[src/rtl/spi_controller.sv]
// SPI mode 0 write-frame generator: one 16-bit frame per request, MSB first,
// paced slowly enough for a peripheral that synchronizes sclk/copi/ncs.
module spi_controller #(
  parameter int HALF_PERIOD = 4,
  parameter int CS_SETUP    = 4,
  parameter int CS_HOLD     = 4,
  parameter int CS_GAP      = 8
) (
  input  logic       clk,
  input  logic       rst_n,
  input  logic       req_valid,
  output logic       req_ready,
  input  logic       req_write,
  input  logic [6:0] req_addr,
  input  logic [7:0] req_data,
  output logic       busy,
  output logic       done,
  output logic       ncs,
  output logic       sclk,
  output logic       copi
);

  typedef enum logic [2:0] {IDLE, SETUP, SCK_HI, SCK_LO, HOLD, GAP} state_t;

  localparam logic [7:0] HP_M1    = 8'(HALF_PERIOD - 1);
  localparam logic [7:0] SETUP_M1 = 8'(CS_SETUP - 1);
  localparam logic [7:0] HOLD_M1  = 8'(CS_HOLD - 1);
  localparam logic [7:0] GAP_M1   = 8'(CS_GAP - 1);

  state_t      state, state_d;
  logic [7:0]  phase, phase_d;
  logic [3:0]  bit_idx, bit_idx_d;
  logic [15:0] shreg, shreg_d;
  logic        ncs_d, sclk_d, copi_d, busy_d, done_d, ready_d;

  // phase is loaded with (duration-1) on state entry and the state exits at 0
  always_comb begin
    state_d   = state;
    phase_d   = (phase != 8'd0) ? phase - 8'd1 : phase;
    bit_idx_d = bit_idx;
    shreg_d   = shreg;
    ncs_d     = ncs;
    sclk_d    = sclk;
    copi_d    = copi;
    busy_d    = busy;
    done_d    = 1'b0;
    ready_d   = req_ready;
    case (state)
      IDLE: begin
        phase_d = phase;
        if (req_valid) begin
          shreg_d   = {req_write, req_addr, req_data};
          copi_d    = req_write;
          ncs_d     = 1'b0;
          busy_d    = 1'b1;
          ready_d   = 1'b0;
          bit_idx_d = 4'd15;
          phase_d   = SETUP_M1;
          state_d   = SETUP;
        end
      end
      SETUP: if (phase == 8'd0) begin
        sclk_d  = 1'b1;
        phase_d = HP_M1;
        state_d = SCK_HI;
      end
      SCK_HI: if (phase == 8'd0) begin
        sclk_d = 1'b0;
        if (bit_idx == 4'd0) begin
          phase_d = HOLD_M1;
          state_d = HOLD;
        end else begin
          // data changes on the falling edge, a full half-period before the next rise
          shreg_d = {shreg[14:0], 1'b0};
          copi_d  = shreg[14];
          phase_d = HP_M1;
          state_d = SCK_LO;
        end
      end
      SCK_LO: if (phase == 8'd0) begin
        bit_idx_d = bit_idx - 4'd1;
        sclk_d    = 1'b1;
        phase_d   = HP_M1;
        state_d   = SCK_HI;
      end
      HOLD: if (phase == 8'd0) begin
        ncs_d   = 1'b1;
        copi_d  = 1'b0;
        phase_d = GAP_M1;
        state_d = GAP;
      end
      GAP: if (phase == 8'd0) begin
        done_d  = 1'b1;
        busy_d  = 1'b0;
        ready_d = 1'b1;
        state_d = IDLE;
      end
      default: state_d = IDLE;
    endcase
  end

  always_ff @(posedge clk or negedge rst_n) begin
    if (!rst_n) begin
      state     <= IDLE;
      phase     <= 8'd0;
      bit_idx   <= 4'd0;
      shreg     <= 16'd0;
      ncs       <= 1'b1;
      sclk      <= 1'b0;
      copi      <= 1'b0;
      busy      <= 1'b0;
      done      <= 1'b0;
      req_ready <= 1'b1;
    end else begin
      state     <= state_d;
      phase     <= phase_d;
      bit_idx   <= bit_idx_d;
      shreg     <= shreg_d;
      ncs       <= ncs_d;
      sclk      <= sclk_d;
      copi      <= copi_d;
      busy      <= busy_d;
      done      <= done_d;
      req_ready <= ready_d;
    end
  end

endmodule
[config.mk]
export PLATFORM = sky130hd
export DESIGN_NAME = spi_controller
export DESIGN_NICKNAME = d
export VERILOG_FILES = /design/src/rtl/spi_controller.sv
export SDC_FILE = /design/constraint.sdc
export NUM_CORES = 1
export LEC_CHECK = 0
export ABC_AREA = 0
export CORE_ASPECT_RATIO = 1.1
export CORE_MARGIN = 2
export CORE_UTILIZATION = 35
export DETAILED_ROUTE_END_ITERATION = 7
export MAX_ROUTING_LAYER = met4
export PLACE_DENSITY_LB_ADDON = 0.3
export SETUP_SLACK_MARGIN = 0.4
export SLEW_MARGIN = 5
export SYNTH_ARGS = -nofsm -noshare
export SYNTH_HDL_FRONTEND = slang
export SYNTH_SLANG_ARGS = --single-unit
[constraint.sdc]
create_clock -name clk -period 5.8 [get_ports clk]
set_input_delay 1.16 -clock clk [delete_from_list [all_inputs] [get_ports clk]]
set_output_delay 1.16 -clock clk [all_outputs]
set_load 0.05 [all_outputs]
==> run_results.csv <==
group,metric,value,unit
worst_hold_path,hold_path_depth,1,
floorplan,io_pins,25,
critical_path,r2r_end,"shreg[1]",
timing,max_freq,0.334,GHz
placement,gp_congestion,0.807,
clock_tree,cts.sinks,36,
clock_tree,postCtsSetupBuffers,0,
cells_and_area,antenna_cells,0,
clock_tree,cts_tree,"built",
timing,worstMarginPinSlew,0.895,ns
synth,synth_cell_types,45,
clock_tree,cts_buffer_depth,2,
detailed_routing,drcViolationCount,0,
placement,portBuffers,24,
cells_and_area,layout-drive-gt1-share,0.233,
synth,synth-async-reset-ratio,1.00,
power,swShare,0.273,
detailed_routing,drt_iter0_drc,36,
clock_tree,cts_made_buffers,5,
detailed_routing,final_antenna_net_count,0,
detailed_routing,wirelength,3.91,mm
power,power_frac_clock,0.357,
timing,skew,0.00532,ns
timing,setup_viol,0,
critical_path,cp-start-kind,"register",
critical_path,path_class,"register to register",
power,p_leak,0.000964,uW
detailed_routing,drt-wirelength-per-cell,13.7,um
critical_path,worst_setup_path_end_kind,"register",
global_routing,grt_pass1_wl,6.71,mm
worst_hold_path,worst_hold_path.endpoint,"sclk",
timing,slew-limit-headroom,0.402,
synth,yosysWarnings,0,
global_routing,antenna_found_initial,0,
floorplan,std_cell_rows,28,
timing,finalMaxSlewViolations,0,
global_routing,grt_max_degree,37,
detailed_routing,avgViaCountPerCell,5.06,
timing,period_share,0.517,
critical_path,crit_fanout,15,
timing,hold_violations,0,
clock_tree,htreeDepth,2,
run,cap_violations,0,
global_routing,grt_use_total,0.134,
global_routing,overflow,0,
critical_path,rr_startpoint,"phase[0]",
cells_and_area,syn2layout_area_growth,20.5,%
detailed_routing,vias,1442,
power,combPwrFrac,0.166,
power,p_sw,186,uW
cells_and_area,fin_nets,231,
clock_tree,clk_latency,0.29,ns
clock_tree,cts-root-buf,"clkbuf_8",
floorplan,core_area,5470,um^2
timing,timing.setup.tns,0,ns
floorplan,die_h,83.3,um
cells_and_area,fin_area,2410,um^2
synth,synth_ff_type,"dfrtp_1",
timing,fin_crit,3.00,ns
floorplan,chipWidth,76.1,um
synth,synth_cells,186,
placement,dpl_cell_area,2280,um^2
critical_path,cp_data_required_time,5.98,ns
critical_path,critPathLaunch,"phase[0]",
critical_path,r2r_slack,2.80,ns
detailed_routing,drtPass1Iterations,4,
global_routing,grt_pass1_vias,1470,
clock_tree,post_cts_resized,0,
synth,avgSynthCellArea,10.8,um^2
clock_tree,cts_hold_buf,0,
floorplan,start_util,0.366,
worst_hold_path,worstHoldStart,"sclk",
worst_hold_path,hp-class,"register to register",
synth,syn_area,2000,um^2
cells_and_area,fin_util,0.441,
placement,hpwlAfterDp,2.70,mm
critical_path,worstPathArrival,3.18,ns
status,status,"finished clean",
power,power_frac_seq,0.478,
floorplan,fp.dieArea,6340,um^2
power,peakVddDrop,0.126,mV
timing,rsz0062_at_grt,"no",
synth,syn-num-nets,208,
critical_path,r2r_cells,7,
power,p_int,496,uW
synth,ys_ff_latch,36,
power,p_per_area,283,nW/um^2
synth,synth_edf_count,0,
synth,synth_seq_area_share,0.452,
clock_tree,path_clk_slew,0.07,ns
==> power groups by stage <==
stage	Sequential, uW	Combinational, uW	Clock, uW
global route	333	129	264
finish	326	113	243
global placement	330	110	0
CTS	326	115	251
floorplan	323	80.1	0
detailed placement	331	115	0
==> final cells by class <==
cell class | instances | area (um^2)
inverter | 9 | 36.3
clock inverter | 1 | 30.0
clock buffer | 7 | 96.3
timing repair buffer | 26 | 255
multi-input combinational | 131 | 996
tap | 75 | 93.8
fill | 528 | 3050
sequential | 36 | 903
==> logic make-up (layout without fill, tap and decap cells) <==
family / Yosys count / count (layout) / synth area share
simple gates: 50 / 50 / 0.135
fa+ha+maj: 3 / 3 / 0.0188
compound gates: 45 / 45 / 0.146
mux: 30 / 30 / 0.185
buf+inv: 19 / 43 / 0.0507
flops: 36 / 36 / 0.452
xor+xnor: 3 / 3 / 0.0131
==> registers in the layout (all words and copies together) (netlist names) <==
| register | count |
|---|---|
| copi | 1 |
| phase | 8 |
| req_ready | 1 |
| busy | 1 |
| sclk | 1 |
| state | 3 |
| bit_idx | 4 |
| done | 1 |
| shreg | 15 |
| ncs | 1 |
==> critical path: stages, from the launching register on <==
cell and delay (ns):
dfrtp_1 0.42, inv_1 0.08, ha_1 0.20, nor4b_2 0.75
and2_1 0.43, inv_4 0.10, o21ai_4 0.52, mux2_2 0.40
==> synth_stat cells (all sizes together) (2+ instances only) <==
| cell | instances | area [um^2] |
|---|---|---|
| a211oi | 2 | 15.0 |
| a21o | 2 | 15.0 |
| a21oi | 12 | 63.8 |
| a2bb2oi | 2 | 17.5 |
| a31oi | 6 | 37.5 |
| buf | 5 | 46.3 |
| clkbuf | 5 | 18.8 |
| dfrtp | 34 | 851 |
| dfstp | 2 | 52.6 |
| ha | 3 | 37.5 |
| inv | 9 | 36.3 |
| mux2 | 29 | 360 |
| nand2 | 16 | 60.1 |
| nand3 | 3 | 15.0 |
| nand4 | 2 | 12.5 |
| nor2 | 9 | 33.8 |
| nor2b | 2 | 12.5 |
| nor3 | 7 | 46.3 |
| nor3b | 2 | 20.0 |
| o21ai | 13 | 76.3 |
| o32ai | 2 | 17.5 |
| or3 | 3 | 18.8 |
| xor2 | 2 | 17.5 |
==> per-stage QoR <==
stage	instances	power [uW]	hold slack (ns)	setup slack (ns)
after detailed placement	277	446	0.477	2.80
after floorplan	186	403	0.475	3.52
after CTS	285	692	0.500	2.79
after global routing	285	725	0.512	2.65
after global placement	277	440	0.484	2.84
final	285	682	0.499	2.80
==> how the worst max path moves through the flow <==
stage,slack (ns),cells after the start,endpoint
final,2.80,7,shreg[1]
after global routing,2.65,7,shreg[5]
after CTS,2.79,7,shreg[1]
after detailed placement,2.80,7,shreg[1]
after global placement,2.84,4,shreg[5]
after floorplan,3.52,5,shreg[10]
==> layout by cell type (no fill, tap or decap), types with 2 or more instances in the layout <==
cell type	netlist	final
mux2_4	9	9
dfrtp_1	34	34
nand2_1	16	16
a21o_1	2	2
nand4_1	2	2
a2bb2oi_1	2	2
mux2_2	20	20
a211oi_1	2	2
o32ai_1	2	2
dfstp_2	2	2
inv_1	8	8
clkdlybuf4s50_1	0	24
nand3_1	3	3
a31oi_1	6	6
a21oi_1	11	11
xor2_1	2	2
nor2_1	9	9
buf_4	0	2
o21ai_0	12	12
ha_1	3	3
clkbuf_8	0	7
or3_1	3	3
nor2b_1	2	2
nor3_1	6	6
==> metal layers <==
metal	global-route usage	part of all wire
met2	0.213	0.48
met4	0.0545	0.017
met3	0.0348	0.036
met5	-	0
met1	0.164	0.47
Note: power is estimated with default switching activity, not from simulation.
